[src/rtl/rv32i_types.sv]
// Shared types for the branch execute path.
// Holds the widths, the issue record from the branch RS, the CDB entry,
// the branch operation enum, the conditional-branch funct3 codes and the
// resolved-result record that sits in the WB stage.
package rv32i_types;

    localparam int PC_W   = 32;
    localparam int PREG_W = 6;
    localparam int ROB_W  = 5;

    typedef enum logic [1:0] {
        BR_COND = 2'd0,
        BR_JAL  = 2'd1,
        BR_JALR = 2'd2
    } br_op_t;

    localparam logic [2:0] F3_BEQ  = 3'b000;
    localparam logic [2:0] F3_BNE  = 3'b001;
    localparam logic [2:0] F3_BLT  = 3'b100;
    localparam logic [2:0] F3_BGE  = 3'b101;
    localparam logic [2:0] F3_BLTU = 3'b110;
    localparam logic [2:0] F3_BGEU = 3'b111;

    typedef struct packed {
        logic              valid;
        logic [PC_W-1:0]   pc;
        logic [PC_W-1:0]   imm;
        logic [2:0]        funct3;
        br_op_t            br_op;
        logic [PREG_W-1:0] ps1;
        logic [PREG_W-1:0] ps2;
        logic [PREG_W-1:0] pd;
        logic [ROB_W-1:0]  rob;
    } rs_to_br_t;

    typedef struct packed {
        logic              valid;
        logic [PREG_W-1:0] pd;
        logic [PC_W-1:0]   data;
        logic [ROB_W-1:0]  rob;
    } cdb_entry_t;

    typedef struct packed {
        logic [ROB_W-1:0]  rob;
        logic [PREG_W-1:0] pd;
        logic              rd_valid;
        logic [PC_W-1:0]   link;
        logic              taken;
        logic [PC_W-1:0]   target;
    } br_result_t;

endpackage

[src/rtl/br_unit_if.sv]
// Handshake bundle between the branch RS / CDB arbiter / front end and br_unit.
//   br_issue       RS -> unit   issued op, consumed when valid && br_is_ready
//   br_is_ready    unit -> RS   unit can accept an op this cycle
//   cdb_req        unit -> CDB  resolved result, .valid is the request
//   cdb_grant      CDB -> unit  arbiter accepts cdb_req this cycle
//   redirect_*     unit -> FE   one-cycle redirect on a taken branch/jump
// master: the environment side; slave: the branch unit.
interface br_unit_if
    import rv32i_types::*;
();
    rs_to_br_t        br_issue;
    logic             br_is_ready;
    cdb_entry_t       cdb_req;
    logic             cdb_grant;
    logic             redirect_valid;
    logic [PC_W-1:0]  redirect_pc;
    logic [ROB_W-1:0] redirect_rob;

    modport master (
        output br_issue, cdb_grant,
        input  br_is_ready, cdb_req, redirect_valid, redirect_pc, redirect_rob
    );

    modport slave (
        input  br_issue, cdb_grant,
        output br_is_ready, cdb_req, redirect_valid, redirect_pc, redirect_rob
    );
endinterface

[src/rtl/br_cmp.sv]
// Combinational branch resolver: direction compare, target add and link.
//   funct3, br_op   operation select
//   pc, imm         op PC and immediate
//   rs1, rs2        operand values (tag-0 already forced to zero by caller)
//   taken           branch/jump taken
//   target          pc+imm, or (rs1+imm) with bit 0 cleared for JALR
//   link            pc+4
module br_cmp
    import rv32i_types::*;
(
    input  logic [2:0]      funct3_i,
    input  br_op_t          br_op_i,
    input  logic [PC_W-1:0] pc_i,
    input  logic [PC_W-1:0] imm_i,
    input  logic [PC_W-1:0] rs1_i,
    input  logic [PC_W-1:0] rs2_i,
    output logic            taken_o,
    output logic [PC_W-1:0] target_o,
    output logic [PC_W-1:0] link_o
);

    logic [PC_W-1:0] jalr_sum;

    assign jalr_sum = rs1_i + imm_i;
    assign link_o   = pc_i + PC_W'(4);

    always_comb begin
        taken_o  = 1'b0;
        target_o = pc_i + imm_i;
        case (br_op_i)
            BR_COND: begin
                case (funct3_i)
                    F3_BEQ:  taken_o = (rs1_i == rs2_i);
                    F3_BNE:  taken_o = (rs1_i != rs2_i);
                    F3_BLT:  taken_o = ($signed(rs1_i) <  $signed(rs2_i));
                    F3_BGE:  taken_o = ($signed(rs1_i) >= $signed(rs2_i));
                    F3_BLTU: taken_o = (rs1_i <  rs2_i);
                    F3_BGEU: taken_o = (rs1_i >= rs2_i);
                    default: taken_o = 1'b0;
                endcase
            end
            BR_JAL: taken_o = 1'b1;
            BR_JALR: begin
                taken_o  = 1'b1;
                target_o = {jalr_sum[PC_W-1:1], 1'b0};
            end
            default: taken_o = 1'b0;
        endcase
    end

endmodule

[src/rtl/br_unit.sv]
// Branch functional unit: two-stage pipeline (EX captures the issue, WB holds
// the resolved result until the CDB grants it).
//   clk, rst            clock, async active-high reset
//   bus (slave)         issue / ready / CDB request+grant / redirect
//   prf_rs1/2_addr_o    PRF read tags driven from the EX stage
//   prf_rs1/2_data_i    PRF read data, same cycle
//   flush_i             synchronous kill of both stages
module br_unit
    import rv32i_types::*;
(
    input  logic              clk,
    input  logic              rst,
    br_unit_if.slave          bus,
    output logic [PREG_W-1:0] prf_rs1_addr_o,
    output logic [PREG_W-1:0] prf_rs2_addr_o,
    input  logic [PC_W-1:0]   prf_rs1_data_i,
    input  logic [PC_W-1:0]   prf_rs2_data_i,
    input  logic              flush_i
);

    // ex_q.valid doubles as the EX-stage valid bit.
    rs_to_br_t  ex_q, ex_d;
    br_result_t wb_q, wb_d;
    logic       wb_valid_q, wb_valid_d;

    logic            ex_valid;
    logic            wb_free;
    logic            ex_adv;
    logic            issue_acc;
    logic [PC_W-1:0] rs1_val;
    logic [PC_W-1:0] rs2_val;
    logic            cmp_taken;
    logic [PC_W-1:0] cmp_target;
    logic [PC_W-1:0] cmp_link;
    br_result_t      ex_result;

    assign ex_valid  = ex_q.valid;
    assign wb_free   = !wb_valid_q || bus.cdb_grant;
    assign ex_adv    = ex_valid && wb_free;
    assign issue_acc = bus.br_issue.valid && bus.br_is_ready;

    assign bus.br_is_ready = !ex_valid || ex_adv;

    assign prf_rs1_addr_o = ex_q.ps1;
    assign prf_rs2_addr_o = ex_q.ps2;

    // Tag 0 is the hardwired zero register regardless of PRF contents.
    assign rs1_val = (ex_q.ps1 == '0) ? '0 : prf_rs1_data_i;
    assign rs2_val = (ex_q.ps2 == '0) ? '0 : prf_rs2_data_i;

    br_cmp u_cmp (
        .funct3_i (ex_q.funct3),
        .br_op_i  (ex_q.br_op),
        .pc_i     (ex_q.pc),
        .imm_i    (ex_q.imm),
        .rs1_i    (rs1_val),
        .rs2_i    (rs2_val),
        .taken_o  (cmp_taken),
        .target_o (cmp_target),
        .link_o   (cmp_link)
    );

    always_comb begin
        ex_result.rob      = ex_q.rob;
        ex_result.pd       = ex_q.pd;
        ex_result.rd_valid = (ex_q.br_op != BR_COND) && (ex_q.pd != '0);
        ex_result.link     = cmp_link;
        ex_result.taken    = cmp_taken;
        ex_result.target   = cmp_target;
    end

    always_comb begin
        ex_d       = ex_q;
        wb_d       = wb_q;
        wb_valid_d = wb_valid_q;

        if (ex_adv) begin
            wb_d       = ex_result;
            wb_valid_d = 1'b1;
        end else if (bus.cdb_grant) begin
            wb_valid_d = 1'b0;
        end

        if (issue_acc) begin
            ex_d = bus.br_issue;
        end else if (ex_adv) begin
            ex_d.valid = 1'b0;
        end

        // Flush overrides every other update, including a same-cycle issue.
        if (flush_i) begin
            ex_d.valid = 1'b0;
            wb_valid_d = 1'b0;
        end
    end

    always_ff @(posedge clk or posedge rst) begin
        if (rst) begin
            ex_q       <= '0;
            wb_q       <= '0;
            wb_valid_q <= 1'b0;
        end else begin
            ex_q       <= ex_d;
            wb_q       <= wb_d;
            wb_valid_q <= wb_valid_d;
        end
    end

    always_comb begin
        bus.cdb_req.valid = wb_valid_q;
        bus.cdb_req.pd    = wb_q.rd_valid ? wb_q.pd : '0;
        bus.cdb_req.data  = wb_q.link;
        bus.cdb_req.rob   = wb_q.rob;
    end

    // Redirect only on the granted cycle, so a stalled WB cannot repeat it.
    assign bus.redirect_valid = wb_valid_q && bus.cdb_grant && wb_q.taken && !flush_i;
    assign bus.redirect_pc    = wb_q.target;
    assign bus.redirect_rob   = wb_q.rob;

endmodule
[src/flat_wrapper.sv]
// flat-port wrapper written by rule: the top's interface ports become plain ports
module br_unit_flat import rv32i_types::*;
  (clk, rst, prf_rs1_addr_o, prf_rs2_addr_o, prf_rs1_data_i, prf_rs2_data_i, flush_i, bus_br_issue, bus_cdb_grant, bus_br_is_ready, bus_cdb_req, bus_redirect_valid, bus_redirect_pc, bus_redirect_rob);
  br_unit_if bus_i ();
  input  logic clk;
  input  logic rst;
  output logic [PREG_W-1:0] prf_rs1_addr_o;
  output logic [PREG_W-1:0] prf_rs2_addr_o;
  input  logic [PC_W-1:0] prf_rs1_data_i;
  input  logic [PC_W-1:0] prf_rs2_data_i;
  input  logic flush_i;
  input wire logic [$bits(bus_i.br_issue)-1:0] bus_br_issue;
  input wire logic [$bits(bus_i.cdb_grant)-1:0] bus_cdb_grant;
  output wire logic [$bits(bus_i.br_is_ready)-1:0] bus_br_is_ready;
  output wire logic [$bits(bus_i.cdb_req)-1:0] bus_cdb_req;
  output wire logic [$bits(bus_i.redirect_valid)-1:0] bus_redirect_valid;
  output wire logic [$bits(bus_i.redirect_pc)-1:0] bus_redirect_pc;
  output wire logic [$bits(bus_i.redirect_rob)-1:0] bus_redirect_rob;
  assign bus_i.br_issue = bus_br_issue;
  assign bus_i.cdb_grant = bus_cdb_grant;
  assign bus_br_is_ready = bus_i.br_is_ready;
  assign bus_cdb_req = bus_i.cdb_req;
  assign bus_redirect_valid = bus_i.redirect_valid;
  assign bus_redirect_pc = bus_i.redirect_pc;
  assign bus_redirect_rob = bus_i.redirect_rob;
  br_unit u_core (.clk(clk), .rst(rst), .bus(bus_i), .prf_rs1_addr_o(prf_rs1_addr_o), .prf_rs2_addr_o(prf_rs2_addr_o), .prf_rs1_data_i(prf_rs1_data_i), .prf_rs2_data_i(prf_rs2_data_i), .flush_i(flush_i));
endmodule
[config.mk]
export PLATFORM = sky130hd
export DESIGN_NAME = br_unit_flat
export DESIGN_NICKNAME = d
export VERILOG_FILES = /design/src/rtl/rv32i_types.sv /design/src/rtl/br_unit_if.sv /design/src/rtl/br_cmp.sv /design/src/rtl/br_unit.sv /design/src/flat_wrapper.sv
export SDC_FILE = /design/constraint.sdc
export NUM_CORES = 1
export LEC_CHECK = 0
export ABC_AREA = 1
export ABC_CLOCK_PERIOD_IN_PS = 10200
export CORE_MARGIN = 8
export CORE_UTILIZATION = 40
export CTS_CLUSTER_DIAMETER = 30
export DETAILED_ROUTE_END_ITERATION = 12
export GPL_TIMING_DRIVEN = 0
export PLACE_DENSITY = 0.63
export SETUP_SLACK_MARGIN = 0.5
export SLEW_MARGIN = 0
export SYNTH_ARGS = -nofsm -noshare
export SYNTH_HDL_FRONTEND = slang
export SYNTH_SLANG_ARGS = --single-unit
export TNS_END_PERCENT = 100
[constraint.sdc]
create_clock -name clk -period 10.2 [get_ports clk]
set_clock_uncertainty 0.15 [all_clocks]
set_input_delay 2.04 -clock clk [delete_from_list [all_inputs] [get_ports clk]]
set_output_delay 2.04 -clock clk [all_outputs]
set_load 0.1 [all_outputs]
==> results.md <==
- Wirelength per Cell: 19.1 um
- Vias in the first global route: 12.5k
- CTS H-tree lvls: 4
- Clock Sinks: 171
- Post-CTS Resized: 0
- Pins Over Slew Limit: 0
- Vias/cell: 5.15
- Fin Setup TNS: 0 ns
- Inserted Clock Buffers: 17
- Clock power frac: 21.9%
- Startpoint Class: primary input
- Max-Cap Viols: 0
- Setup WS pre-CTS: 4.17 ns
- Pin count of the biggest net entering global routing: 89
- PD cells: 195 nW/um2
- Measured slew at the worst slew-check pin: between 1 and 1.5 ns
- Worst Setup End Kind: output pin
- CP Class: in2out
- 1st-pass router iterations: 7
- Fmax: 165 MHz
- CTS root buffer: clkbuf_16
- Initial DRC Count: 960
- First-pass GRT wire length: ~70000 um
- Total grt overflow: 0
- Crit path required time: 8.01 ns
- Gate power share: 50.2%
- DIE AREA: 37700 um2
- DRC: 0
- Yosys warns: 0
- Ratio of cells with drive above 1 in the final layout: 10.5%
- RSZ-0062 raised after global routing: false
- Post-DRT Antenna Nets: 0
- Antenna violations before repair: 0
- Netlist cell types: 53
- Slew headroom: 29.2%
- Status: complete, no violations
- Synth Area per Inst: around 7.5 um2
- Tmin final: 6.04 ns
- Internal power: 1.67 mW
- Port Buffers: approximately 260
- Via count: 12.3k
- Sw Ratio: 48.0%
- NetSw: ~1.5 mW
- Die Height: 194 um
- Core area: 31400 um2
- Initial Util: between 40% and 50%
- Final GP Congestion: between 0.9 and 1
- Hold Path Class: reg2reg
- I/O Pins: 256
- Hold buffer count at CTS: 0
- TritonCTS clock tree: built
- DPL Wire Length: 37000 um
- FP Rows: 65
- Synthesized net count: 1959
- ANT cells: 0
- Nets: 2234
- Met1 WL: 19800 um
- Worst-path fanout max: 3
- Area Overhead vs Synth: 29.3%
- Post-synth EDFFs: 0
- Maximum VDD drop: about 0.16 mV
- Final setup violation count: 0
- Asr flop ratio synth: 100%
- Routed WL: 45600 um
- Final period util: 59.3%
- Synth Register Bits: between 150 and 200
- CTS max path bufs: 2
- Met2 wire len: approximately 22000 um
- Wire length on met3: roughly 3000 um
- Top_reg_cell synth: dfrtp_1
- Final hold viol count: 0
- Leakage: between 7 and 8 nW
- Cell Area, Synth: about 13000 um2
- Later-pin clock latency in the skew report: 0.46 ns
- Post-Syn Instances: 1701
- Reg power frac: between 20% and 30%
- Seq/Total Area, Yosys: about a third
- Total GRT Usage: roughly a quarter
- Setup WS post-layout: 4.16 ns
- Top sig layer: met4
- Number of post-CTS setup repair buffers: 0
- Worst-path clk slew: around 0.070 ns
- WP data arrival: 3.85 ns
- Die X: roughly 190 um
-- path summary, 6_finish.rpt --
path,start,endpoint,slack [ns],cells after the start
max in group asynchronous,rst,u_core.bus.redirect_pc[2]$_DFFE_PP0P_,7.09,3
min in group asynchronous,rst,u_core.bus.cdb_req[29]$_DFFE_PP0P_,1.93,2
max,bus_cdb_grant,bus_br_is_ready,4.16,4
min,u_core.bus.cdb_req[8]$_DFFE_PP0P_,u_core.bus.cdb_req[8]$_DFFE_PP0P_,0.33,2
max reg2reg,u_core.prf_rs1_addr_o[3]$_DFFE_PP0P_,u_core.bus.redirect_pc[22]$_DFFE_PP0P_,6.38,16
min reg2reg,u_core.bus.cdb_req[8]$_DFFE_PP0P_,u_core.bus.cdb_req[8]$_DFFE_PP0P_,0.33,2
-- worst max-delay path, stage by stage --
cell             delay [ns]
clkdlybuf4s50_1        0.48
inv_1                  0.06
nand3_1                0.12
clkdlybuf4s50_1        1.16
-- routing by layer --
metal	vias up	GRT usage (%)
met3	53	5.90
met5	-	0
met2	350	40.8
met4	0	6.90
li1	6129	-
met1	5771	29.3
-- power groups by stage --
stage / Sequential, mW / Combinational (mW) / Clock [mW]
global route: 0.903 / 1.72 / 0.746
finish: 0.893 / 1.61 / 0.703
detailed placement: 0.904 / 1.60 / 0
CTS: 0.892 / 1.61 / 0.717
floorplan: 0.855 / 1.21 / 0
global placement: 0.903 / 1.59 / 0
-- cells in the mapped netlist (6+ instances only) --
cell | number | area [um2]
a21oi_1 | 173 | 866
a31oi_1 | 16 | 100
buf_4 | 87 | 653
clkbuf_1 | 36 | 135
dfrtp_1 | 171 | 4280
ha_1 | 95 | 1190
inv_1 | 183 | 687
mux2_2 | 54 | 608
nand2_1 | 386 | 1450
nand3_1 | 58 | 290
nand3b_1 | 6 | 45.0
nand4_1 | 18 | 113
nor2_1 | 152 | 571
nor3_1 | 21 | 105
o21a_1 | 9 | 67.6
o21ai_0 | 125 | 626
o21ai_1 | 7 | 35.0
o21bai_1 | 8 | 60.1
xnor2_1 | 7 | 61.3
xor2_1 | 17 | 149
-- sequential cells by signal, summed over array words and instances (netlist names) --
| signal | count |
|---|---|
| u_core.bus.redirect_pc | 32 |
| u_core.ex_valid | 1 |
| u_core.wb_valid_q | 1 |
| u_core.wb_q | 8 |
| u_core.bus.cdb_req | 32 |
| u_core.ex_q | 80 |
| u_core.prf_rs2_addr_o | 6 |
| u_core.bus.redirect_rob | 5 |
| u_core.prf_rs1_addr_o | 6 |
-- cell usage in the layout, fill, tap and decap left out, drive strengths merged, types with 6 or more instances in the layout --
cell type,count
nand2,392
a31oi,16
dfrtp,171
xnor2,7
nand4,19
a21oi,173
nor2,161
clkdlybuf4s50,255
o21a,9
buf,94
mux2,54
nand3b,6
nor4,6
clkbuf,53
nand3,62
ha,95
xor2,17
o21ai,134
inv,194
o21bai,8
nor3,23
-- area by class of cell --
class,count,area (um2)
plain buffers,129,812
clock buffers,17,425
clock inverters,15,198
fillers,3096,15000
inverters,185,702
multi-input cells,1216,6900
flip-flops and latches,171,4280
well taps,402,503
repair buffers,256,2580
-- logic make-up (layout without fill, tap and decap cells) --
logic type,after synthesis,in the layout,synth area share (%)
AO/OA/AOI/OAI,365,365,15.5
flip-flops,171,171,33.7
buffers and inverters,314,602,11.9
XOR/XNOR,24,24,1.66
AND/OR/NAND/NOR,676,676,22.7
multiplexers,54,54,4.79
adder cells (fa/ha/maj),97,97,9.69
-- through the flow --
step,utilization [%],instance area (um2),instances,hold WS [ns],total power [mW]
2_1_floorplan,-,12700,1701,0.299,2.07
3_3_place_gp,50.1,15700,2358,0.315,2.49
3_5_place_dp,50.2,15800,2359,0.318,2.51
4_1_cts,52.2,16400,2391,0.337,3.22
5_1_grt,52.2,16400,2391,0.349,3.37
6_report,52.2,16400,2391,0.333,3.20
(Power assumes the default switching activity.)
